`src/rtl/mips_bus_pkg.sv`:
```
// Shared types and constants for the MIPS bus sequencer.
package mips_bus_pkg;
    typedef enum logic [2:0] {FETCH, EXEC, MEM, COMMIT, HALTED} state_t;

    localparam int DATA_W_DEFAULT = 32;
    localparam int BYTES = DATA_W_DEFAULT / 8;
    localparam int OFFSET_W = $clog2(BYTES);
    localparam logic [31:0] HALT_ADDR_DEFAULT = 32'h0000_0000;
endpackage

```
`src/rtl/mips_bus_sequencer_byte_lane_swap.sv`:
```
// Byte-lane reversal between the big-endian core and little-endian bus; pass-through when disabled.
module byte_lane_swap
    import mips_bus_pkg::*;
#(
    parameter int DATA_W     = DATA_W_DEFAULT,
    parameter int SWAP_LANES = 1
) (
    input  logic [DATA_W-1:0] din,
    output logic [DATA_W-1:0] dout
);
    localparam int N = DATA_W / 8;

    generate
        if (SWAP_LANES != 0) begin : g_swap
            for (genvar i = 0; i < N; i++) begin : g_lane
                assign dout[8*i +: 8] = din[8*(N-1-i) +: 8];
            end
        end else begin : g_pass
            assign dout = din;
        end
    endgenerate
endmodule

```
`src/rtl/mips_bus_sequencer.sv`:
```
// Multi-cycle front-end serialising a single-cycle MIPS core onto one Avalon-MM bus.
module mips_bus_sequencer
    import mips_bus_pkg::*;
#(
    parameter int                DATA_W     = 32,
    parameter int                ADDR_W     = 32,
    parameter logic [ADDR_W-1:0] HALT_ADDR  = ADDR_W'(HALT_ADDR_DEFAULT),
    parameter int                SWAP_LANES = 1,
    parameter int                PERF_W     = 32
) (
    input  logic                  clk,
    input  logic                  reset,
    input  logic                  clk_enable,
    input  logic [ADDR_W-1:0]     core_pc,
    output logic [DATA_W-1:0]     core_instr,
    input  logic [ADDR_W-1:0]     core_data_address,
    input  logic                  core_data_read,
    input  logic                  core_data_write,
    input  logic [DATA_W/8-1:0]   core_byteenable,
    input  logic [DATA_W-1:0]     core_writedata,
    output logic [DATA_W-1:0]     core_readdata,
    output logic                  core_step,
    output logic [ADDR_W-1:0]     address,
    output logic                  read,
    output logic                  write,
    output logic [DATA_W/8-1:0]   byteenable,
    output logic [DATA_W-1:0]     writedata,
    input  logic [DATA_W-1:0]     readdata,
    input  logic                  waitrequest,
    output logic                  active,
    output logic [PERF_W-1:0]     retired
);
    localparam int BE_W = DATA_W / 8;
    localparam logic [ADDR_W-1:0] ALIGN_MASK = ~(ADDR_W'(BE_W - 1));

    state_t              state_q, state_d;
    logic [DATA_W-1:0]   instr_q, instr_d;
    logic [DATA_W-1:0]   rdata_q, rdata_d;
    logic [PERF_W-1:0]   retired_q, retired_d;

    logic [DATA_W-1:0]   instr_sw, load_sw, wdata_sw;
    logic [BE_W-1:0]     be_conv;

    byte_lane_swap #(.DATA_W(DATA_W), .SWAP_LANES(SWAP_LANES)) u_swap_instr (
        .din  (readdata),
        .dout (instr_sw)
    );

    byte_lane_swap #(.DATA_W(DATA_W), .SWAP_LANES(SWAP_LANES)) u_swap_load (
        .din  (readdata),
        .dout (load_sw)
    );

    byte_lane_swap #(.DATA_W(DATA_W), .SWAP_LANES(SWAP_LANES)) u_swap_wdata (
        .din  (core_writedata),
        .dout (wdata_sw)
    );

    always_comb begin
        be_conv = core_byteenable;
        if (SWAP_LANES != 0) begin
            for (int i = 0; i < BE_W; i++) begin
                be_conv[i] = core_byteenable[BE_W-1-i];
            end
        end
    end

    // Bus strobes are gated by reset so they fall the instant reset rises.
    always_comb begin
        state_d    = state_q;
        instr_d    = instr_q;
        rdata_d    = rdata_q;
        retired_d  = retired_q;
        read       = 1'b0;
        write      = 1'b0;
        address    = '0;
        byteenable = '0;
        writedata  = '0;
        core_step  = 1'b0;
        if (!reset) begin
            unique case (state_q)
                FETCH: begin
                    if (core_pc == HALT_ADDR) begin
                        state_d = HALTED;
                    end else begin
                        read       = 1'b1;
                        address    = core_pc & ALIGN_MASK;
                        byteenable = '1;
                        if (!waitrequest) begin
                            instr_d = instr_sw;
                            state_d = EXEC;
                        end
                    end
                end
                EXEC: begin
                    state_d = (core_data_read || core_data_write) ? MEM : COMMIT;
                end
                MEM: begin
                    address    = core_data_address & ALIGN_MASK;
                    byteenable = be_conv;
                    writedata  = wdata_sw;
                    write      = core_data_write;
                    read       = core_data_read & ~core_data_write;
                    if (!waitrequest) begin
                        if (read) begin
                            rdata_d = load_sw;
                        end
                        state_d = COMMIT;
                    end
                end
                COMMIT: begin
                    if (clk_enable) begin
                        core_step = 1'b1;
                        retired_d = retired_q + PERF_W'(1);
                        state_d   = FETCH;
                    end
                end
                HALTED: begin
                    state_d = HALTED;
                end
                default: begin
                    state_d = FETCH;
                end
            endcase
        end
    end

    always_ff @(posedge clk or posedge reset) begin
        if (reset) begin
            state_q   <= FETCH;
            instr_q   <= '0;
            rdata_q   <= '0;
            retired_q <= '0;
        end else begin
            state_q   <= state_d;
            instr_q   <= instr_d;
            rdata_q   <= rdata_d;
            retired_q <= retired_d;
        end
    end

    assign core_instr    = instr_q;
    assign core_readdata = rdata_q;
    assign retired       = retired_q;
    assign active        = (state_q != HALTED);
endmodule

```
`config.mk`:
```
export PLATFORM = sky130hd
export DESIGN_NAME = mips_bus_sequencer
export DESIGN_NICKNAME = d
export VERILOG_FILES = /design/src/rtl/mips_bus_pkg.sv /design/src/rtl/mips_bus_sequencer_byte_lane_swap.sv /design/src/rtl/mips_bus_sequencer.sv
export SDC_FILE = /design/constraint.sdc
export NUM_CORES = 1
export LEC_CHECK = 0
export BUFFER_PORTS_ARGS = -buffer_cell sky130_fd_sc_hd__buf_2
export CAP_MARGIN = 0
export CORE_AREA = 2 2 117 119
export DETAILED_ROUTE_END_ITERATION = 8
export DIE_AREA = 0 0 119 121
export PLACE_DENSITY = 0.81
export SYNTH_ARGS = -nofsm -noshare
export SYNTH_HDL_FRONTEND = slang
export SYNTH_HIERARCHICAL = 1
export SYNTH_SLANG_ARGS = --single-unit
```
`constraint.sdc`:
```
create_clock -name clk -period 3.2 [get_ports clk]
set_input_delay 0 -clock clk [delete_from_list [all_inputs] [get_ports clk]]
set_output_delay 0 -clock clk [all_outputs]
set_load 0.01 [all_outputs]
```
==> out/results.ini <==
[placed_design]
portBuffers = 301
gp_congestion = 0.824
hpwlAfterDp_mm = 11.6

[floorplan]
die_area_um2 = 14400
num_rows = 42
core_um2 = 13100
start_util_pct = 41.9
fp.dieH_um = 121
die_w_um = 119
io_pins = 306

[worst_setup_path]
arrival_ps = 2140
critPathRequiredTime_ps = 3200
critPathLaunch = state_q[2]$_DFFE_PP0P_
rr_startpoint = state_q[1]$_DFFE_PP0P_
critPathMaxFanout = 30
critPathCaptureType = output pin
worstRegToRegCells = 6
cp-start-kind = flop
path_class = flop to output pin

[grt]
grt_pass1_wl_mm = 23.1
antenna_found_initial = 2
grt_util_all_layers_pct = 20.8
grt_max_degree = 61
grt_pass1_vias = 4434
grt_overflow = 0

[timing]
fmax_ghz = 0.467
rsz0062_at_grt = no
setup_viol = 0
fin_crit_sh_pct = 66.9
tightest_slew_ps = 729
finalHoldViolations = 0
clock_skew_ps = 6.56
slew_headroom_pct = 51.4
tns_ps = 0
period_minus_slack_ps = 2140
report.final.slew_viol_count = 0

[synth]
syn_inst = 492
synth_area_um2 = 5480
avgSynthCellArea_um2 = 11.1
yosysWarnings = 6
ys_types = 40
synth-seq-cells = 99
yosysSeqAreaShare_pct = 45.2

[clock_network]
cts-buffers-inserted = 9
cts_tree = built
clockBufferDepth = 2
cts_resized = 0
numClockSinks = 99
htreeDepth = 3
clock_latency_ps = 340
clk_pin_slew_ps = 60
cts_root_buffer = clkbuf_16

[hold_path]
min_from = waitrequest
hold_depth = 4
hold_class = primary input to flop

[routing]
drt_wl_total_mm = 15.2
avgViaCountPerCell = 5.05
postRouteAntennaNets = 0
drt-pass1-iter-count = 4
wl_per_cell_um = 16.8
vias = 4567
drc = 0
first_iter_violations = 275

[layout]
fin_nets = 860
drive_above_1_share_pct = 46.4
area_growth_pct = 29.0

[power]
ir_drop_mv = 0.346
p_leak_nw = 3.87
powerDensity_nw_per_um2 = 710
p_total_mw = 5.02

[flow_run]
cap_violations = 0

[status]
outcome = complete, no violations

[cell families after synthesis]
group,after synthesis,synth area share (%)
buffers and inverters,130,16.1
AND/OR/NAND/NOR,121,13.6
flip-flops,99,45.2
multiplexers,65,13.4
AO/OA/AOI/OAI,44,6.51
XOR/XNOR,31,4.95
adder cells (fa/ha/maj),1,0.228
other,1,0.0684
[cell type report]
cell class                 instances  area [um2]
sequential                        99        2480
tap                              176         220
inverter                           4        17.5
antenna                            2        5.00
clock buffer                       9         225
multi-input combinational        264        2150
fill                            1137        6020
clock inverter                     7        73.8
timing repair buffer             343        1900
[worst paths after layout]
check                                                     end  slack, ps
worst min register to register  core_readdata[15]$_DFFE_PP0P_        490
max in group asynchronous       core_readdata[14]$_DFFE_PP0P_       2030
worst min-delay path                   state_q[0]$_DFFE_PP0P_         50
worst max register to register        retired[31]$_DFFE_PP0P_       1120
min in group asynchronous              retired[1]$_DFFE_PP0P_        240
worst max-delay path                               address[3]       1060
[report_power, final]
part           total, mW  internal (mW)  leakage, nW  switching (mW)
registers           1.98           1.69         1.27           0.287
logic               1.97          0.932         2.45            1.04
clock network       1.07          0.610        0.146           0.459
total               5.02           3.23         3.87            1.78
[critical path, stage by stage, from the launching register on]
cell and delay, ps:
dfrtp_1 500, or2_4 330, nor2_1 130, and2_1 140, buf_4 280, a22o_1 260, buf_2 160
[synthesized netlist by cell type]
master,n,area (um2)
buf_2,10,50.1
and2_1,2,12.5
dfrtp_1,99,2480
o21ai_2,1,8.76
a22o_1,30,263
nor2_1,8,30.0
nand2_1,13,48.8
mux2_1,64,721
a21bo_2,1,10.0
nand4bb_1,1,11.3
a21oi_1,6,30.0
xor2_1,5,43.8
and3_1,39,244
o311a_1,2,20.0
nand3_1,14,70.1
or4b_1,1,10.0
and4_1,4,35.0
nor3_2,1,10.0
nor2b_1,1,6.26
or2_4,1,8.76
clkbuf_1,14,52.6
conb_1,1,3.75
nand4b_1,1,8.76
xnor2_1,26,228
inv_1,4,15.0
nor3_1,3,15.0
o22a_1,1,8.76
nor4_1,10,62.6
nand4_1,16,100
nor4_2,1,12.5
buf_4,102,766
o21ai_1,1,5.00
ha_1,1,12.5
o22ai_1,1,6.26
nor4_4,1,21.3
nand2b_1,2,12.5
mux2_2,1,11.3
o21ai_0,1,5.00
nor3b_2,1,12.5
or4_4,1,11.3
[per-stage QoR]
step	worst slack (ps)	instance area [um2]	hold WS [ps]	utilization [%]	cells
after floorplan	405	5480	126	-	493
after global placement	1050	6430	22.0	49.2	853
after detailed placement	1040	6430	21.8	49.2	853
after CTS	1070	7060	43.3	54.0	902
after global routing	929	7070	89.3	54.0	904
final	1060	7070	45.9	54.0	904
[registers in the layout, indices dropped and copies added, names as in the netlist]
signal	flops
core_instr	32
core_readdata	32
retired	32
state_q	3
[per-layer routing]
| metal | share of wire [%] | vias up | global-route usage, % | routed length, um |
|---|---|---|---|---|
| met5 | 0 | - | 0 | 0 |
| met4 | 3.5 | 0 | 10.3 | 536 |
| met3 | 5.8 | 29 | 2.91 | 879 |
| met2 | 52 | 209 | 37.7 | 7980 |
| met1 | 38 | 2218 | 24.0 | 5840 |
| li1 | - | 2111 | - | - |
[layout by cell type, fill, tap and decap left out, types with 2 or more instances in the layout]
cell type,instances
diode_2,2
and2_1,2
clkbuf_16,9
a21oi_1,6
inv_6,2
nor3_1,3
nand2b_1,2
nor4_4,2
conb_1,2
nor4_1,9
nor2_1,8
mux2_1,64
clkinv_2,2
dlygate4sd3_1,33
inv_1,3
buf_2,301
a22o_1,30
o311a_1,2
nand4_1,16
and4_1,4
and3_1,39
xnor2_1,26
buf_4,9
nand2_1,13
nand3_1,14
xor2_1,5
dfrtp_1,99
[what timing repair did]
| action | 4_1_cts | 5_1_grt |
|---|---|---|
| endpoints found under the hold margin | 71 | 0 |
| setup buffers | 0 | 0 |
| hold buffers | 33 | 0 |
(Power assumes the default switching activity.)
